**src/rtl/unpack_pkg.sv**
```systemverilog
// Shared types and helpers for the queue unpacker and a future packer stage.
package unpack_pkg;

    typedef enum logic {EMPTY, SEND} unpack_state_t;

    // Number of narrow beats per wide queue word.
    function automatic int unpack_ratio(input int inWidth, input int outWidth);
        return inWidth / outWidth;
    endfunction

endpackage

```
**src/rtl/unpack_beat_counter.sv**
```systemverilog
// Beat index within the held word: 0..Ratio-1.
// Wraps explicitly at Ratio-1, so Ratio does not have to be a power of two.
module unpack_beat_counter #(
    parameter int Ratio = 4
) (
    input  logic                       clk,
    input  logic                       rst,
    input  logic                       en,
    input  logic                       clr,
    output logic [$clog2(Ratio)-1:0]   cnt,
    output logic                       tc
);
    localparam int CntW = $clog2(Ratio);
    localparam logic [CntW-1:0] LastCnt = CntW'(Ratio - 1);

    // A clear takes priority over counting; at terminal count the counter wraps to 0.
    always_ff @(posedge clk or posedge rst) begin
        if (rst)
            cnt <= '0;
        else if (clr)
            cnt <= '0;
        else if (en)
            cnt <= tc ? '0 : cnt + 1'b1;
    end

    assign tc = (cnt == LastCnt);

endmodule

```
**src/rtl/queue_unpacker.sv**
```systemverilog
// Pops one InWidth-bit word from the queue and emits it as InWidth/OutWidth
// narrow beats, least-significant slice first. A new word is popped in the same
// cycle as the last beat is accepted, so back-to-back words have no bubble.
// Optional macro UNPACK_LAST_EN adds the dOutLAST output (final beat of a word).
module queue_unpacker
    import unpack_pkg::*;
#(
    parameter int InWidth  = 32,
    parameter int OutWidth = 8
) (
    input  logic                clk,
    input  logic                rst,
    input  logic                qOutACK,
    output logic                qOutREQ,
    input  logic [InWidth-1:0]  qDIN,
    output logic                dOutACK,
    input  logic                dOutREQ,
    output logic [OutWidth-1:0] dOUT,
`ifdef UNPACK_LAST_EN
    output logic                dOutLAST,
`endif
    output logic                Busy
);
    localparam int Ratio = unpack_ratio(InWidth, OutWidth);
    localparam int CntW  = $clog2(Ratio);

    if ((InWidth % OutWidth) != 0 || Ratio < 2) begin : gBadCfg
        $error("queue_unpacker: InWidth must be a multiple of OutWidth with ratio >= 2");
    end

    unpack_state_t       state, nextState;
    logic [InWidth-1:0]  hold;
    logic [CntW-1:0]     beatCnt;
    logic                lastBeat;
    logic                pop;
    logic                beat;

    assign beat = dOutACK && dOutREQ;

    unpack_beat_counter #(.Ratio(Ratio)) uBeatCnt (
        .clk (clk),
        .rst (rst),
        .en  (beat),
        .clr (pop || (beat && lastBeat)),
        .cnt (beatCnt),
        .tc  (lastBeat)
    );

    // State register.
    always_ff @(posedge clk or posedge rst) begin
        if (rst)
            state <= EMPTY;
        else
            state <= nextState;
    end

    // Holding register captures the queue head on every pop.
    always_ff @(posedge clk or posedge rst) begin
        if (rst)
            hold <= '0;
        else if (pop)
            hold <= qDIN;
    end

    // Next state and handshake outputs; the pop request on the last beat is
    // combinational from dOutREQ to close the word boundary without a gap.
    always_comb begin
        nextState = state;
        qOutREQ   = 1'b0;
        dOutACK   = 1'b0;
        Busy      = 1'b0;
        pop       = 1'b0;
        case (state)
            EMPTY: begin
                qOutREQ = !rst;
                pop     = qOutACK && qOutREQ;
                if (pop)
                    nextState = SEND;
            end
            SEND: begin
                dOutACK = 1'b1;
                Busy    = 1'b1;
                if (dOutREQ && lastBeat) begin
                    qOutREQ   = !rst;
                    pop       = qOutACK && qOutREQ;
                    nextState = pop ? SEND : EMPTY;
                end
            end
            default: nextState = EMPTY;
        endcase
    end

    // Slice mux: select the beat at the current index.
    always_comb begin
        dOUT = '0;
        for (int i = 0; i < Ratio; i++)
            if (beatCnt == CntW'(i))
                dOUT = hold[i*OutWidth +: OutWidth];
    end

`ifdef UNPACK_LAST_EN
    assign dOutLAST = dOutACK && lastBeat;
`endif

endmodule

```
**config.mk**
```make
export PLATFORM = sky130hd
export DESIGN_NAME = queue_unpacker
export DESIGN_NICKNAME = d
export VERILOG_FILES = /design/src/rtl/unpack_pkg.sv /design/src/rtl/unpack_beat_counter.sv /design/src/rtl/queue_unpacker.sv
export SDC_FILE = /design/constraint.sdc
export NUM_CORES = 1
export LEC_CHECK = 0
export CORE_MARGIN = 2
export CORE_UTILIZATION = 48
export DETAILED_ROUTE_END_ITERATION = 6
export GPL_TIMING_DRIVEN = 0
export PLACE_DENSITY = 0.79
export SYNTH_ARGS = -nofsm -noshare
export SYNTH_HDL_FRONTEND = slang
export SYNTH_SLANG_ARGS = --single-unit
```
**constraint.sdc**
```tcl
create_clock -name clk -period 2 [get_ports clk]
set_clock_uncertainty 0.2 [all_clocks]
set_input_delay 0.5 -clock clk [delete_from_list [all_inputs] [get_ports clk]]
set_output_delay 0.5 -clock clk [all_outputs]
set_load 0.01 [all_outputs]
```
==> results.json <==
{
  "status": "complete, but fails checks",
  "failed_checks": "setup timing",
  "seq_area_sq_um": 877,
  "crit_required_ns": 1.30,
  "ys.flop_type": "dfrtp_1",
  "grt_pass1_vias": 1391,
  "max_cap_viol_count": 0,
  "power.density_mw_per_mm2": 1500,
  "initial_utilization_pct": 49.8,
  "final_cells": 248,
  "worst_slack_ns": -0.516,
  "dp_hpwl_mm": 2.72,
  "peakVddDrop_v": 0.000806,
  "setup_viol": 41,
  "syn_to_final_growth_pct": 49.8,
  "finalCoreUtilization_pct": 74.6,
  "postCtsHoldBufs": 0,
  "leakage_nw": 1.21,
  "r2r_start": "uBeatCnt.cnt[1]$_DFFE_PP0P_",
  "wl_per_cell_um": 18.4,
  "worst_slew_pin_slew_ns": 0.764,
  "cts_buffers": 5,
  "fillCellCount": 252,
  "cts_buffer_depth": 2,
  "slew_viol_final": 0,
  "syn-cell-area_sq_mm": 0.00182,
  "dp.cells": 221,
  "place_ws_ns": -0.693,
  "clk_latency_ns": 0.30,
  "relSlewSlack_pct": 49.0,
  "core_area_sq_mm": 0.00366,
  "r2r-end": "hold[30]$_DFFE_PP0P_",
  "syn_nets": 167,
  "grt_max_degree": 36,
  "grt_util_all_layers_pct": 21.3,
  "drt_first_pass_iters": 4,
  "end_kind": "primary output",
  "clock_sinks": 35,
  "grt_pass1_wl_mm": 6.68,
  "multi_input_area_sq_um": 948,
  "synth_seq_cells": 35,
  "gp_congestion": 0.732,
  "crit_chain": "inv_2 -> ha_2 -> nor2b_4 -> buf_6 -> a22oi_2 -> a221oi_2 -> buf_2",
  "cp_max_fo": 5,
  "antenna_found_initial": 0,
  "hold_path.startpoint": "hold[17]$_DFFE_PP0P_",
  "path_clk_slew_ns": 0.06,
  "synth_edf_count": 0,
  "hold_slack_ns": 0.303,
  "synth-warning-count": 0,
  "drtIter0Drc": 49,
  "io_buffers": 46,
  "num_antenna_cells": 0,
  "slowest_delay_ns": 0.40,
  "root_buffer": "clkbuf_8",
  "critPathLaunch": "uBeatCnt.cnt[1]$_DFFE_PP0P_",
  "viasPerCell": 5.20,
  "ant_nets": 0,
  "hp-class": "reg -> reg",
  "rsz0062_at_grt": "true",
  "wirelength_mm": 4.57,
  "max_freq_ghz": 0.398,
  "critPathKind": "reg -> out",
  "syn_inst": 127,
  "critPathArrivalTime_ns": 1.82,
  "whs_path_depth": 1,
  "async_reset_ff_share_pct": 100,
  "hold_viol": 0,
  "layout_min_cycle_time_ns": 2.52,
  "grt-ovfl-total": 0,
  "num_rows": 22,
  "period_share_pct": 126,
  "whs_endpoint": "hold[17]$_DFFE_PP0P_",
  "num_vias": 1290,
  "drive_above_1_share_pct": 47.0,
  "start_kind": "flip-flop",
  "drc": 0,
  "syn_avg_cell_area_sq_um": 14.4,
  "ios": 47,
  "dieArea_sq_mm": 0.00431,
  "cts_tree": "done",
  "crit_slowest_cell": "dfrtp_1",
  "seq_area_frac_synth_pct": 48.0,
  "rr_worst_depth": 9,
  "synth_cell_types": 25,
  "die_width_um": 65.7,
  "layout.nets": 241,
  "rrSetupSlack_ns": -0.18,
  "h-tree-depth": 2,
  "die_h_um": 65.7
}
==> metal layers <==
| metal | vias up | GRT usage [%] | wire, um |
|---|---|---|---|
| met5 | - | 0 | 0 |
| met4 | 0 | 8.59 | 83 |
| met3 | 11 | 4.62 | 225 |
| met2 | 38 | 37.1 | 2300 |
| met1 | 642 | 25.2 | 1970 |
| li1 | 599 | - | - |
==> metrics by stage <==
step | area, sq um | total power, mW | TNS, ns
6_report | 2730 | 4.10 | -8.52
5_1_grt | 2730 | 4.33 | -10.44
4_1_cts | 2600 | 3.91 | -3.36
3_5_place_dp | 2380 | 3.24 | -24.87
3_3_place_gp | 2380 | 3.19 | -20.39
2_1_floorplan | 1860 | 2.54 | 0
==> sequential cells by signal, summed over array words and instances (netlist names) <==
name / cells
hold: 32
uBeatCnt.cnt: 2
state: 1
==> cells by family (layout without fill, tap and decap cells) <==
| group | count (synthesis) | in the layout | synth area share [%] |
|---|---|---|---|
| DFF | 35 | 35 | 48.0 |
| adders and majority gates | 4 | 4 | 2.74 |
| buffers and inverters | 14 | 87 | 5.83 |
| muxes | 35 | 35 | 27.6 |
| and+or+nand+nor | 21 | 21 | 7.68 |
| AOI/OAI and AO/OA | 18 | 18 | 8.16 |
==> cell usage after synthesis, drive strengths merged (2+ instances only) <==
cell,count,area [sq um]
dfrtp,35,876
mux2,32,473
inv,8,30.0
a22oi,6,45.0
nor3b,6,45.0
a221oi,5,43.8
buf,5,72.6
nand2b,5,31.3
ha,4,50.1
nor2,4,31.3
mux2i,3,30.0
nand2,3,11.3
a31oi,2,12.5
nand3b,2,15.0
==> area by class of cell <==
class,instances,share of cell area [%]
Multi-Input combinational cell,78,34.7
Clock buffer,6,2.66
Tap cell,48,2.20
Buffer,6,3.39
Sequential cell,35,32.1
Inverter,8,1.24
Timing Repair Buffer,67,23.7
==> cell usage in the layout, fill, tap and decap left out, types with 4 or more instances in the layout <==
| cell | Yosys | layout |
|---|---|---|
| clkbuf_8 | 0 | 6 |
| buf_12 | 3 | 4 |
| buf_2 | 1 | 9 |
| buf_4 | 1 | 15 |
| a221oi_2 | 0 | 5 |
| mux2_4 | 30 | 30 |
| nor3b_1 | 6 | 5 |
| inv_1 | 8 | 5 |
| nand2b_1 | 5 | 5 |
| clkdlybuf4s50_1 | 0 | 36 |
| buf_6 | 0 | 4 |
| dfrtp_1 | 35 | 34 |
==> how the worst max path moves through the flow <==
stage / end / slack [ns] / cells after the start
finish: dOUT[7] / -0.52 / 7
global route: dOUT[7] / -0.58 / 7
CTS: dOUT[3] / -0.43 / 7
detailed placement: dOUT[3] / -0.69 / 6
global placement: dOUT[7] / -0.70 / 6
floorplan: dOUT[2] / 0.02 / 5
==> report_power, final <==
group          internal [mW]  switching (mW)  total (mW)
Sequential              1.06           0.238        1.30
Combinational           1.38           0.936        2.31
Clock                  0.232           0.254       0.486
Total                   2.67            1.43        4.10
==> what timing repair did <==
action,in CTS,in global routing
resized for setup,57,3
buffers inserted,13,5
endpoints found under the setup margin,45,39
cloned,0,3
pin swaps,7,6
==> worst max-delay path, delay by kind of cell (launching register included) <==
kind	cells	cell delay (ns)
AOI/OAI and AO/OA	2	0.32
adders and majority gates	1	0.20
buffers and inverters	3	0.39
DFF	1	0.40
and+or+nand+nor	1	0.20
(Power assumes the default switching activity.)
